===== src/rtl/imem_arb_pkg.sv =====
// Shared definitions for the instruction/data main-memory arbiter.
// Holds the FSM state encoding, requester identifiers and default widths.
package imem_arb_pkg;

  // Default line address width (64 main-memory lines).
  localparam int unsigned DefAddrW = 6;
  // Default line width (4 x 32-bit words).
  localparam int unsigned DefLineW = 128;

  // Arbiter sequencing states.
  typedef enum logic [1:0] {
    StIdle  = 2'd0,
    StIssue = 2'd1,
    StWait  = 2'd2,
    StResp  = 2'd3
  } arb_state_e;

  // Requester identifiers; also the bit position of each requester in req/grant vectors.
  typedef enum logic {
    ReqI = 1'b0,
    ReqD = 1'b1
  } req_id_e;

endpackage


===== src/rtl/arb_rr2.sv =====
// Two-input request picker producing a one-hot grant.
// Default build: round robin, the requester not granted last wins a tie.
// With IMEM_ARB_IFETCH_PRIO_EN defined: fixed priority, I always wins a tie.
module arb_rr2
  import imem_arb_pkg::*;
(
  input  logic [1:0] req,
  input  req_id_e    last_grant,
  output logic [1:0] grant
);

`ifdef IMEM_ARB_IFETCH_PRIO_EN
  // History is irrelevant under fixed priority.
  logic unused_last_grant;
  assign unused_last_grant = last_grant;

  // Fixed priority: I first, D only when I is idle.
  always_comb begin
    grant = 2'b00;
    if (req[ReqI]) begin
      grant[ReqI] = 1'b1;
    end else if (req[ReqD]) begin
      grant[ReqD] = 1'b1;
    end
  end
`else
  // Round robin: a lone request wins outright, a tie goes to the other side of last_grant.
  always_comb begin
    grant = 2'b00;
    unique case (req)
      2'b01:   grant = 2'b01;
      2'b10:   grant = 2'b10;
      2'b11:   grant = (last_grant == ReqI) ? 2'b10 : 2'b01;
      default: grant = 2'b00;
    endcase
  end
`endif

endmodule


===== src/rtl/imem_arbiter.sv =====
// Sequencer and two-way arbiter in front of the single-port main-memory macro.
// Requester I (I-cache refill, read only) and requester D (data line port, read or
// masked write) share the memory; each request gets exactly one response pulse.
// Optional feature macro: IMEM_ARB_IFETCH_PRIO_EN (fixed priority for I instead of
// round robin).
module imem_arbiter
  import imem_arb_pkg::*;
#(
  parameter int unsigned ADDR_W  = DefAddrW,
  parameter int unsigned LINE_W  = DefLineW,
  parameter int unsigned MEM_LAT = 1  // legal range 1..4
) (
  input  logic                 clk,
  input  logic                 reset,
  // I-cache refill port
  input  logic                 i_req,
  input  logic [ADDR_W-1:0]    i_addr,
  output logic [LINE_W-1:0]    i_rdata,
  output logic                 i_valid,
  // Data-side line port
  input  logic                 d_req,
  input  logic                 d_we,
  input  logic [ADDR_W-1:0]    d_addr,
  input  logic [LINE_W-1:0]    d_wdata,
  input  logic [LINE_W/32-1:0] d_wmask,
  output logic [LINE_W-1:0]    d_rdata,
  output logic                 d_valid,
  // Memory macro
  output logic                 mem_en,
  output logic [LINE_W/32-1:0] mem_we,
  output logic [ADDR_W-1:0]    mem_addr,
  output logic [LINE_W-1:0]    mem_wdata,
  input  logic [LINE_W-1:0]    mem_rdata,
  // Status
  output logic                 busy
);

  // Two bits cover a wait count of up to MEM_LAT-1 = 3.
  localparam int unsigned CntW = 2;
  localparam logic [CntW-1:0] WaitLoad = CntW'(MEM_LAT - 1);

  arb_state_e      state_q;
  logic [CntW-1:0] cnt_q;
  req_id_e         last_grant_q;  // also identifies the owner of the transaction in flight
  logic            we_q;
  logic [1:0]      grant;

  arb_rr2 u_arb (
    .req        ({d_req, i_req}),
    .last_grant (last_grant_q),
    .grant      (grant)
  );

  // Transaction FSM; every output is a register so the macro sees clean edges.
  always_ff @(posedge clk) begin
    if (reset) begin
      state_q      <= StIdle;
      cnt_q        <= '0;
      last_grant_q <= ReqD;  // I wins the first tie
      we_q         <= 1'b0;
      i_valid      <= 1'b0;
      d_valid      <= 1'b0;
      i_rdata      <= '0;
      d_rdata      <= '0;
      mem_en       <= 1'b0;
      mem_we       <= '0;
      mem_addr     <= '0;
      mem_wdata    <= '0;
      busy         <= 1'b0;
    end else begin
      // Single-cycle strobes; address and write data deliberately hold.
      i_valid <= 1'b0;
      d_valid <= 1'b0;
      mem_en  <= 1'b0;
      mem_we  <= '0;

      unique case (state_q)
        StIdle: begin
          if (grant != 2'b00) begin
            state_q <= StIssue;
            busy    <= 1'b1;
            mem_en  <= 1'b1;
            if (grant[ReqD]) begin
              last_grant_q <= ReqD;
              we_q         <= d_we;
              mem_addr     <= d_addr;
              mem_wdata    <= d_wdata;
              mem_we       <= d_we ? d_wmask : '0;
            end else begin
              // I refills are reads; mem_wdata keeps its previous value.
              last_grant_q <= ReqI;
              we_q         <= 1'b0;
              mem_addr     <= i_addr;
            end
          end
        end

        StIssue: begin
          state_q <= StWait;
          cnt_q   <= WaitLoad;
        end

        StWait: begin
          if (cnt_q == '0) begin
            state_q <= StResp;
            if (last_grant_q == ReqI) begin
              i_valid <= 1'b1;
              i_rdata <= mem_rdata;
            end else begin
              d_valid <= 1'b1;
              // Writes acknowledge without disturbing the last read line.
              if (!we_q) begin
                d_rdata <= mem_rdata;
              end
            end
          end else begin
            cnt_q <= cnt_q - 1'b1;
          end
        end

        StResp: begin
          state_q <= StIdle;
          busy    <= 1'b0;
        end

        default: begin
          state_q <= StIdle;
          busy    <= 1'b0;
        end
      endcase
    end
  end

endmodule


===== config.mk =====
export PLATFORM = sky130hd
export DESIGN_NAME = imem_arbiter
export DESIGN_NICKNAME = d
export VERILOG_FILES = /design/src/rtl/imem_arb_pkg.sv /design/src/rtl/arb_rr2.sv /design/src/rtl/imem_arbiter.sv
export SDC_FILE = /design/constraint.sdc
export NUM_CORES = 1
export LEC_CHECK = 0
export CORE_AREA = 3 3 264 266
export DETAILED_ROUTE_END_ITERATION = 7
export DIE_AREA = 0 0 267 269
export MAX_ROUTING_LAYER = met4
export RECOVER_POWER = 25
export SYNTH_ARGS = -nofsm -noshare
export SYNTH_HDL_FRONTEND = slang
export SYNTH_SLANG_ARGS = --single-unit

===== constraint.sdc =====
create_clock -name clk -period 2.7 [get_ports clk]
set_input_delay 0.405 -clock clk [delete_from_list [all_inputs] [get_ports clk]]
set_output_delay 0.405 -clock clk [all_outputs]
set_load 0.005 [all_outputs]

* Word level (Yosys, flattened, before mapping)
Cells that the tools add are included.
** Word-level totals
- Flip-flop bits (word level) :: 404
- Latch bits :: 0
- Bits in writable memories :: 0
- Bits in read-only memories :: 0
- Logic and storage cells :: 61
- Memories :: 0
** Operators by class
- Add/subtract/negate cells :: 1
- Multipliers :: 0
- Divide/modulo/power cells :: 0
- $lt $le $gt $ge :: 0
- Equality and inequality tests :: 9
- Shift-type cells :: 0
- Mux-type cells :: 15
- Bitwise gates (word level) :: 8
- Reductions and logical operators :: 15
** Operators by type and width (count)
- $eq A2 B2 Y1 const B :: 4
- $mux W2 :: 4
- $not A1 Y1 :: 8
- $pmux W2 S4 :: 1
- $reduce_and A2 Y1 :: 4
- $mux W1 :: 6
- $mux W6 :: 1
- $ne A2 B2 Y1 const B :: 3
- $pmux W2 S3 :: 1
- $reduce_and A3 Y1 :: 2
- $reduce_bool A2 Y1 :: 3
- $reduce_or A5 Y1 :: 1
- $eq A2 B1 Y1 const B :: 2
- $logic_not A2 Y1 :: 2
- $pmux W2 S2 :: 1
- $reduce_and A4 Y1 :: 1
- $reduce_or A3 Y1 :: 1
- $pmux W1 S2 :: 1
- $reduce_or A2 Y1 :: 1
- $sub A2 B1 Y2 const B :: 1

* Logic depth before layout (Yosys ltp)
Gate-level depths: netlist of run 1.
- Depth in word-level cells :: 5
- Depth in mapped cells :: 8
- Depth with buffers taken out :: 5

* By module
Synthesis of run 1 repeated with hierarchy kept, for this count alone.
** Unflattened totals
- Cells, all modules :: 1757
- Area total of the unflattened synthesis :: 14116.0 um^2
** Modules (own cells, without submodules)
- imem_arbiter :: instances 1, cells an instance 1754, area an instance 14097.3 um^2, sequential area each 8087.8 um^2
- arb_rr2 :: instances 1, cells an instance 3, area an instance 18.8 um^2, sequential area each 0.0 um^2

* Worst setup path before layout of run 1
No wires, ideal clock.
- Path type :: flip-flop to flip-flop
- From :: register state_q[0]
- To :: register last_grant_q
- Arrival time :: 1.505 ns
- Data required time :: 2.580 ns
- Setup slack :: 1.075 ns
- Stages on the path, launching flop included :: 9
- Period minus slack after synthesis :: 1.625 ns
- Cells stage by stage :: dfxtp_1 inv_1 ha_1 clkbuf_1 and2_4 buf_6 buf_6 buf_6 a211o_1
** On the way
- Word-level cells in the longest chain between the ends :: 2
** RTL lines
- start: declaration :: RTL line imem_arbiter.sv:42 : arb_state_e state_q;
- start signal: assignment :: RTL line imem_arbiter.sv:57 : state_q <= StIdle;
- start signal: assignment :: RTL line imem_arbiter.sv:80 : state_q <= StIssue;
- start signal: assignment :: RTL line imem_arbiter.sv:99 : state_q <= StWait;
- $logic_not A2 Y1 :: RTL line imem_arbiter.sv:77 : unique case (state_q)
- $reduce_and A2 Y1 (no line)
- end signal: assignment :: RTL line imem_arbiter.sv:59 : last_grant_q <= ReqD;
- end signal: assignment :: RTL line imem_arbiter.sv:84 : last_grant_q <= ReqD;
- end signal: assignment :: RTL line imem_arbiter.sv:91 : last_grant_q <= ReqI;
- end: declaration :: RTL line imem_arbiter.sv:44 : req_id_e last_grant_q;
Every way passes these cells.
A chain may end at the register's enable or synchronous reset.

* Final worst setup path of run 1
- From :: register state_q[0]
- To :: register mem_wdata[93]
** On the way
- Word-level cells in the longest chain between the ends :: 2
** RTL lines
- $logic_not A2 Y1 :: RTL line imem_arbiter.sv:77
- $reduce_and A3 Y1 (no line)
- end signal: assignment :: RTL line imem_arbiter.sv:87 : mem_wdata <= d_wdata;
- end: declaration :: RTL line imem_arbiter.sv:32 : output logic [LINE_W-1:0] mem_wdata,
Every way passes these cells.

==> impl_metrics.toml, run 1 <==
[worst_setup_path]
r2r_setup_slack_ps = 460
worst-r2r-cell-count = 5
cp_data_arrival_time_ps = 2660
crit-reg2reg-capture = "mem_wdata[93]"
path_max_fanout = 24
worst-setup-path-type = "reg -> reg"
crit-reg2reg-launch = "state_q[0]"
critPathLaunchType = "flop"
worst_setup_path_endpoint = "mem_wdata[93]"
critPathLaunch = "state_q[0]"
worstSetupEndpointType = "flop"
crit_required_ps = 3130

[synthesis]
syn-cell-area_um2 = 15000
synth_seq_cells = 404
synthCells = 1784
synth_cell_type_count = 28
synth-seq-area-share_pct = 53.8
synthesis.yosys.warnings = 0
synth_nets = 2067
avgSynthCellArea_um2 = 8.42

[cts]
numCtsBuffers = 48
cts.hold.buffers_added = 0
cts.repair.resized = 0
cts_tree = "built"
cts.htree.levels = 2
clock_path_buffers = 3
clock_insertion_delay_worst_skew_ps = 580
clkSinkCount = 404
cts.reportedPaths.clkPinSlew_ps = 60
cts_post_setup_buffers_inserted = 0
root_buffer = "sky130_fd_sc_hd__clkbuf_16"

[timing]
tightest_slew_ps = 1060
timing.final.crit_period_ps = 2240
slew_viol_final = 0
finalHoldViolations = 0
timing.final.setup_violations = 0
clock.fmax_mhz = 447
timing.setup.tns_ps = 0
max_slew_margin_pct = 29.1
post-route-period-util_pct = 82.8
setup_repair_after_global_routing_missed_its_margin = "no"
timing.final.ws_setup_ps = 465
finClkSkew_ps = 20.9

[global_route]
first_global_vias = 14566
grt_antenna_before_repair = 3
grt_first_pass_wirelength_um = 89100
overflow = 0
largest_net_degree_at_the_start_of_global_routing = 125
grt_usage_pct = 16.5

[place]
port_buffers = 674
hpwlAfterDp_um = 44800
pre_cts_ws_ps = 479
gpl_congestion = 0.862

[routing]
drc = 0
detail_route.wirelength_um = 62200
detail-route-antenna-nets = 0
detail_route.iter0.violations = 1008
post_drt_wl_per_cell_um = 18.8
drt-pass1-iter-count = 5
viasPerCell = 4.51
vias = 14922

[power_and_ir_drop]
switchingPower_mw = 5.99
combinationalPowerShare_pct = 27.8
power_leakage_nw = 8.30
netSwitchingFraction_pct = 30.6
power_report.internal_total_mw = 13.6
pwr-share-seq_pct = 37.3
power.clock.fraction_pct = 34.9
irDropWorstVdd_uv = 877
power_density_over_the_cells_nw_per_um2 = 801

[floorplan]
placement_rows = 95
die_y_um = 269
floorplan.initialDensity_pct = 22.3
dieWidth_um = 267
core_area_um2 = 67300
boundaryPins = 675
die_area_um2 = 71800

[cells_and_area]
layout-drive-gt1-share_pct = 5.31
leading_cell_types_in_the_layout_fill_and_taps_excluded = "sky130_fd_sc_hd__clkdlybuf4s50_1 (630), sky130_fd_sc_hd__nand2_1 (513), sky130_fd_sc_hd__dfxtp_1 (404)"
net_total_in_the_final_layout = 2679
synthToLayoutAreaGrowth_pct = 62.6
commonest_non_fill_non_tap_cell_in_the_layout = "sky130_fd_sc_hd__clkdlybuf4s50_1"
num-fill-cells = 6742

[outcome]
result_of_the_run = "completed"

[min_path]
hold_depth = 3
worst_hold_path_type = "in -> reg"

[job]
max_cap_viol_count = 0
[worst min path at each step]
stage,end,from
floorplan,d_rdata[0],d_rdata[0]
global placement,i_rdata[56],i_rdata[56]
detailed placement,i_rdata[93],i_rdata[93]
CTS,mem_wdata[89],reset
global route,mem_wdata[96],reset
finish,mem_wdata[87],reset
[final cells by class]
| type | count | area [um2] | share of cell area, % |
|---|---|---|---|
| repair buffers | 723 | 7330 | 30.0 |
| well taps | 873 | 1090 | 4.47 |
| flip-flops and latches | 404 | 8090 | 33.1 |
| clock buffers | 68 | 1410 | 5.76 |
| diodes | 3 | 7.51 | 0.0307 |
| multi-input cells | 1215 | 6240 | 25.5 |
| inverters | 4 | 15.0 | 0.0614 |
| clock inverters | 17 | 255 | 1.04 |
[logic make-up after synthesis]
kind of cell,after synthesis,synth area share (%)
simple gates,801,26.9
flops,404,53.8
compound gates,401,13.6
buf+inv,165,4.75
mux,7,0.466
fa+ha+maj,6,0.500
[worst max-delay path, cell delays in order (launching register included)]
cell and delay [ps]:
sky130_fd_sc_hd__dfxtp_1 340, sky130_fd_sc_hd__inv_1 110, sky130_fd_sc_hd__ha_1 430, sky130_fd_sc_hd__and2_2 610, sky130_fd_sc_hd__clkbuf_2 420, sky130_fd_sc_hd__o21ai_0 150
[power groups by stage]
stage / registers, mW / clock network [mW] / logic (mW)
after floorplan: 7.41 / 0 / 2.20
after global placement: 7.38 / 0 / 5.51
after detailed placement: 7.41 / 0 / 5.59
after CTS: 7.30 / 7.06 / 5.61
after global routing: 7.39 / 7.27 / 5.90
final: 7.30 / 6.83 / 5.45
[stage by stage]
step / util (%) / hold slack, ps / area [um2] / instances / power [mW]
6_report: 36.3 / 376 / 24400 / 3307 / 19.6
5_1_grt: 36.3 / 368 / 24400 / 3307 / 20.6
4_1_cts: 36.4 / 331 / 24500 / 3304 / 20.0
3_5_place_dp: 33.9 / 445 / 22800 / 3219 / 13.0
3_3_place_gp: 33.9 / 441 / 22800 / 3219 / 12.9
2_1_floorplan: - / 453 / 15000 / 1784 / 9.61
[state kept, by name, indices dropped and copies added, names as in the netlist]
signal and count:
cnt_q 2, i_rdata 128, mem_en 1, we_q 1, d_valid 1, i_valid 1, last_grant_q 1, busy 1
mem_we 4, mem_wdata 128, d_rdata 128, state_q 2, mem_addr 6
[metal layers]
layer  track usage, %  wire (um)  vias to the layer above
met3             3.60       3520                      125
met5                -          0                        -
met1             19.1      25000                     7108
met2             27.9      31400                      490
li1                 -          -                     7199
met4             6.74       2350                        0
[synth_stat cells (all sizes together)]
cell type,instances,area [um2]
a21boi,1,11.3
and4b,5,50.1
and2,2,15.0
nor3,2,10.0
a21oi,259,1300
mux2i,7,70.1
or3b,1,8.76
clkbuf,116,443
a211o,1,8.76
nor2,15,56.3
dfxtp,404,8090
nor2b,1,6.26
nand2,513,1930
o21a,2,15.0
nand4b,129,1130
buf,45,255
o21ai,130,651
a211oi,7,52.6
inv,4,15.0
ha,6,75.1
nand3b,1,7.51
a32oi,1,8.76
nand2b,131,820
and3b,1,8.76
Power figures use the tool's default switching activity.
==> run 2, diff against run 1 <==
==> constraint.sdc (replaced) <==
create_clock -name clk -period 2.06 [get_ports clk]
set_input_delay 0.309 -clock clk [delete_from_list [all_inputs] [get_ports clk]]
set_output_delay 0.309 -clock clk [all_outputs]
set_load 0.005 [all_outputs]
==> impl_metrics.toml, run 2 (same netlist as run 1, synthesis figures left out) <==
[cts]
cts.reportedPaths.clkPinSlew_ps = 60
cts.htree.levels = 2
numCtsBuffers = 46
root_buffer = "sky130_fd_sc_hd__clkbuf_16"
clock_insertion_delay_worst_skew_ps = 560
clkSinkCount = 404
clock_path_buffers = 3
cts_tree = "built"

[place]
dp.cells = 3232
gpl_congestion = 0.875
port_buffers = 674
place_area_um2 = 23000
pre_cts_ws_ps = 80.4
hpwlAfterDp_um = 45700

[power_and_ir_drop]
power_leakage_nw = 8.55
power.clock.fraction_pct = 34.6
switchingPower_mw = 7.90
pwr-share-seq_pct = 36.8
irDropWorstVdd_uv = 724
combinationalPowerShare_pct = 28.5
power_density_over_the_cells_nw_per_um2 = 1050
power_report.internal_total_mw = 18.0
netSwitchingFraction_pct = 30.5
finalPower_mw = 25.9

[cells_and_area]
leading_cell_types_in_the_layout_fill_and_taps_excluded = "sky130_fd_sc_hd__clkdlybuf4s50_1 (589), sky130_fd_sc_hd__nand2_1 (513), sky130_fd_sc_hd__dfxtp_1 (404)"
commonest_non_fill_non_tap_cell_in_the_layout = "sky130_fd_sc_hd__clkdlybuf4s50_1"
synthToLayoutAreaGrowth_pct = 64.2
num-fill-cells = 6808
net_total_in_the_final_layout = 2690
finalNonFillerCells = 3325
reg_top3 = "d_rdata (128), i_rdata (128), mem_wdata (128)"
layout.core_utilization_pct = 36.7
cell_area_after_layout_um2 = 24700
layout-drive-gt1-share_pct = 6.22

[routing]
viasPerCell = 4.50
post_drt_wl_per_cell_um = 18.7
routedLengthMet1_um = 24800
detailroute.wirelength.met2_um = 31100
drt-pass1-iter-count = 5
route.top_layer_used = "met4"
drc = 0
detail_route.wirelength_um = 62200
detail-route-antenna-nets = 0
vias = 14948
detail_route.iter0.violations = 1095
total_met3_wirelength_after_detailed_routing_um = 4050

[floorplan]
boundaryPins = 675
floorplan.initialDensity_pct = 22.3
placement_rows = 95
core_area_um2 = 67300
die_y_um = 269
dieWidth_um = 267
die_area_um2 = 71800

[timing]
slew_viol_final = 0
max_slew_margin_pct = 71.5
tightest_slew_ps = 423
timing.final.ws_setup_ps = 149
fin_worst_hold_slack_ps = 139
setup_repair_after_global_routing_missed_its_margin = "no"
finClkSkew_ps = 16.6
timing.setup.tns_ps = 0
timing.final.setup_violations = 0
finalHoldViolations = 0
post-route-period-util_pct = 92.8
timing.final.crit_period_ps = 1910
clock.fmax_mhz = 523

[worst_setup_path]
worst-setup-path-type = "reg -> reg"
cp_data_arrival_time_ps = 2340
path_max_fanout = 21
critPathLaunchType = "flop"
crit_required_ps = 2490
crit-reg2reg-launch = "last_grant_q"
critPathLaunch = "last_grant_q"
worstSetupEndpointType = "flop"

[global_route]
grt_usage_pct = 16.6
grt_first_pass_wirelength_um = 89500
largest_net_degree_at_the_start_of_global_routing = 66
first_global_vias = 14648
overflow = 0
grt_antenna_before_repair = 8

[min_path]
worst_hold_path_type = "in -> reg"
hold_start = "reset"

[outcome]
result_of_the_run = "completed"

[job]
max_cap_viol_count = 0
-- run 2: changes by cell type in the layout (fill, tap and decap cells not counted), moves of 4 or more --
cell	before	now
sky130_fd_sc_hd__buf_4	25	35
sky130_fd_sc_hd__clkbuf_1	11	2
sky130_fd_sc_hd__clkbuf_8	11	5
sky130_fd_sc_hd__buf_12	18	26
sky130_fd_sc_hd__clkinvlp_4	1	5
sky130_fd_sc_hd__diode_2	3	8
sky130_fd_sc_hd__clkinv_2	6	13
sky130_fd_sc_hd__clkdlybuf4s50_1	630	589
sky130_fd_sc_hd__dlygate4sd3_1	43	84
-- run 2: area by class of cell --
class | count | area, um2 | share of cell area (%)
Antenna cell | 8 | 20.0 | 0.0811
Clock buffer | 56 | 1300 | 5.28
Clock inverter | 29 | 369 | 1.50
Inverter | 4 | 15.0 | 0.0608
Multi-Input combinational cell | 1215 | 6240 | 25.3
Sequential cell | 404 | 8090 | 32.8
Tap cell | 873 | 1090 | 4.43
Timing Repair Buffer | 736 | 7550 | 30.6
-- run 2: layer usage --
layer / GRT usage (%) / vias up
met5: - / -
met4: 7.29 / 0
met3: 3.94 / 127
met2: 27.8 / 519
met1: 19.1 / 7074
li1: - / 7228
-- run 2: final timing paths --
kind,endpoint,slack (ps),cells past startpoint
worst max register to register,mem_wdata[90],150,5
worst min-delay path,mem_addr[1],140,2
worst min register to register,d_rdata[122],450,2
worst max-delay path,mem_wdata[90],150,5
-- run 2: power groups by stage --
stage | logic, mW | clock network, mW | registers, mW
after global routing | 8.01 | 9.54 | 9.68
after CTS | 7.57 | 9.24 | 9.56
after global placement | 7.44 | 0 | 9.68
final | 7.40 | 8.97 | 9.55
after detailed placement | 7.55 | 0 | 9.72
after floorplan | 2.88 | 0 | 9.71
-- run 2: what timing repair did --
item / 4_1_cts / 5_1_grt
gates resized for setup: 0 / 1
hold buffers: 0 / 0
setup endpoints to repair: 0 / 53
buffers inserted: 0 / 0
-- run 2: critical path: stages (launching register included) --
cell and delay (ps):
sky130_fd_sc_hd__dfxtp_1 420, sky130_fd_sc_hd__a21boi_0 410, sky130_fd_sc_hd__buf_12 200, sky130_fd_sc_hd__and2_2 310, sky130_fd_sc_hd__buf_4 290, sky130_fd_sc_hd__o21ai_0 140
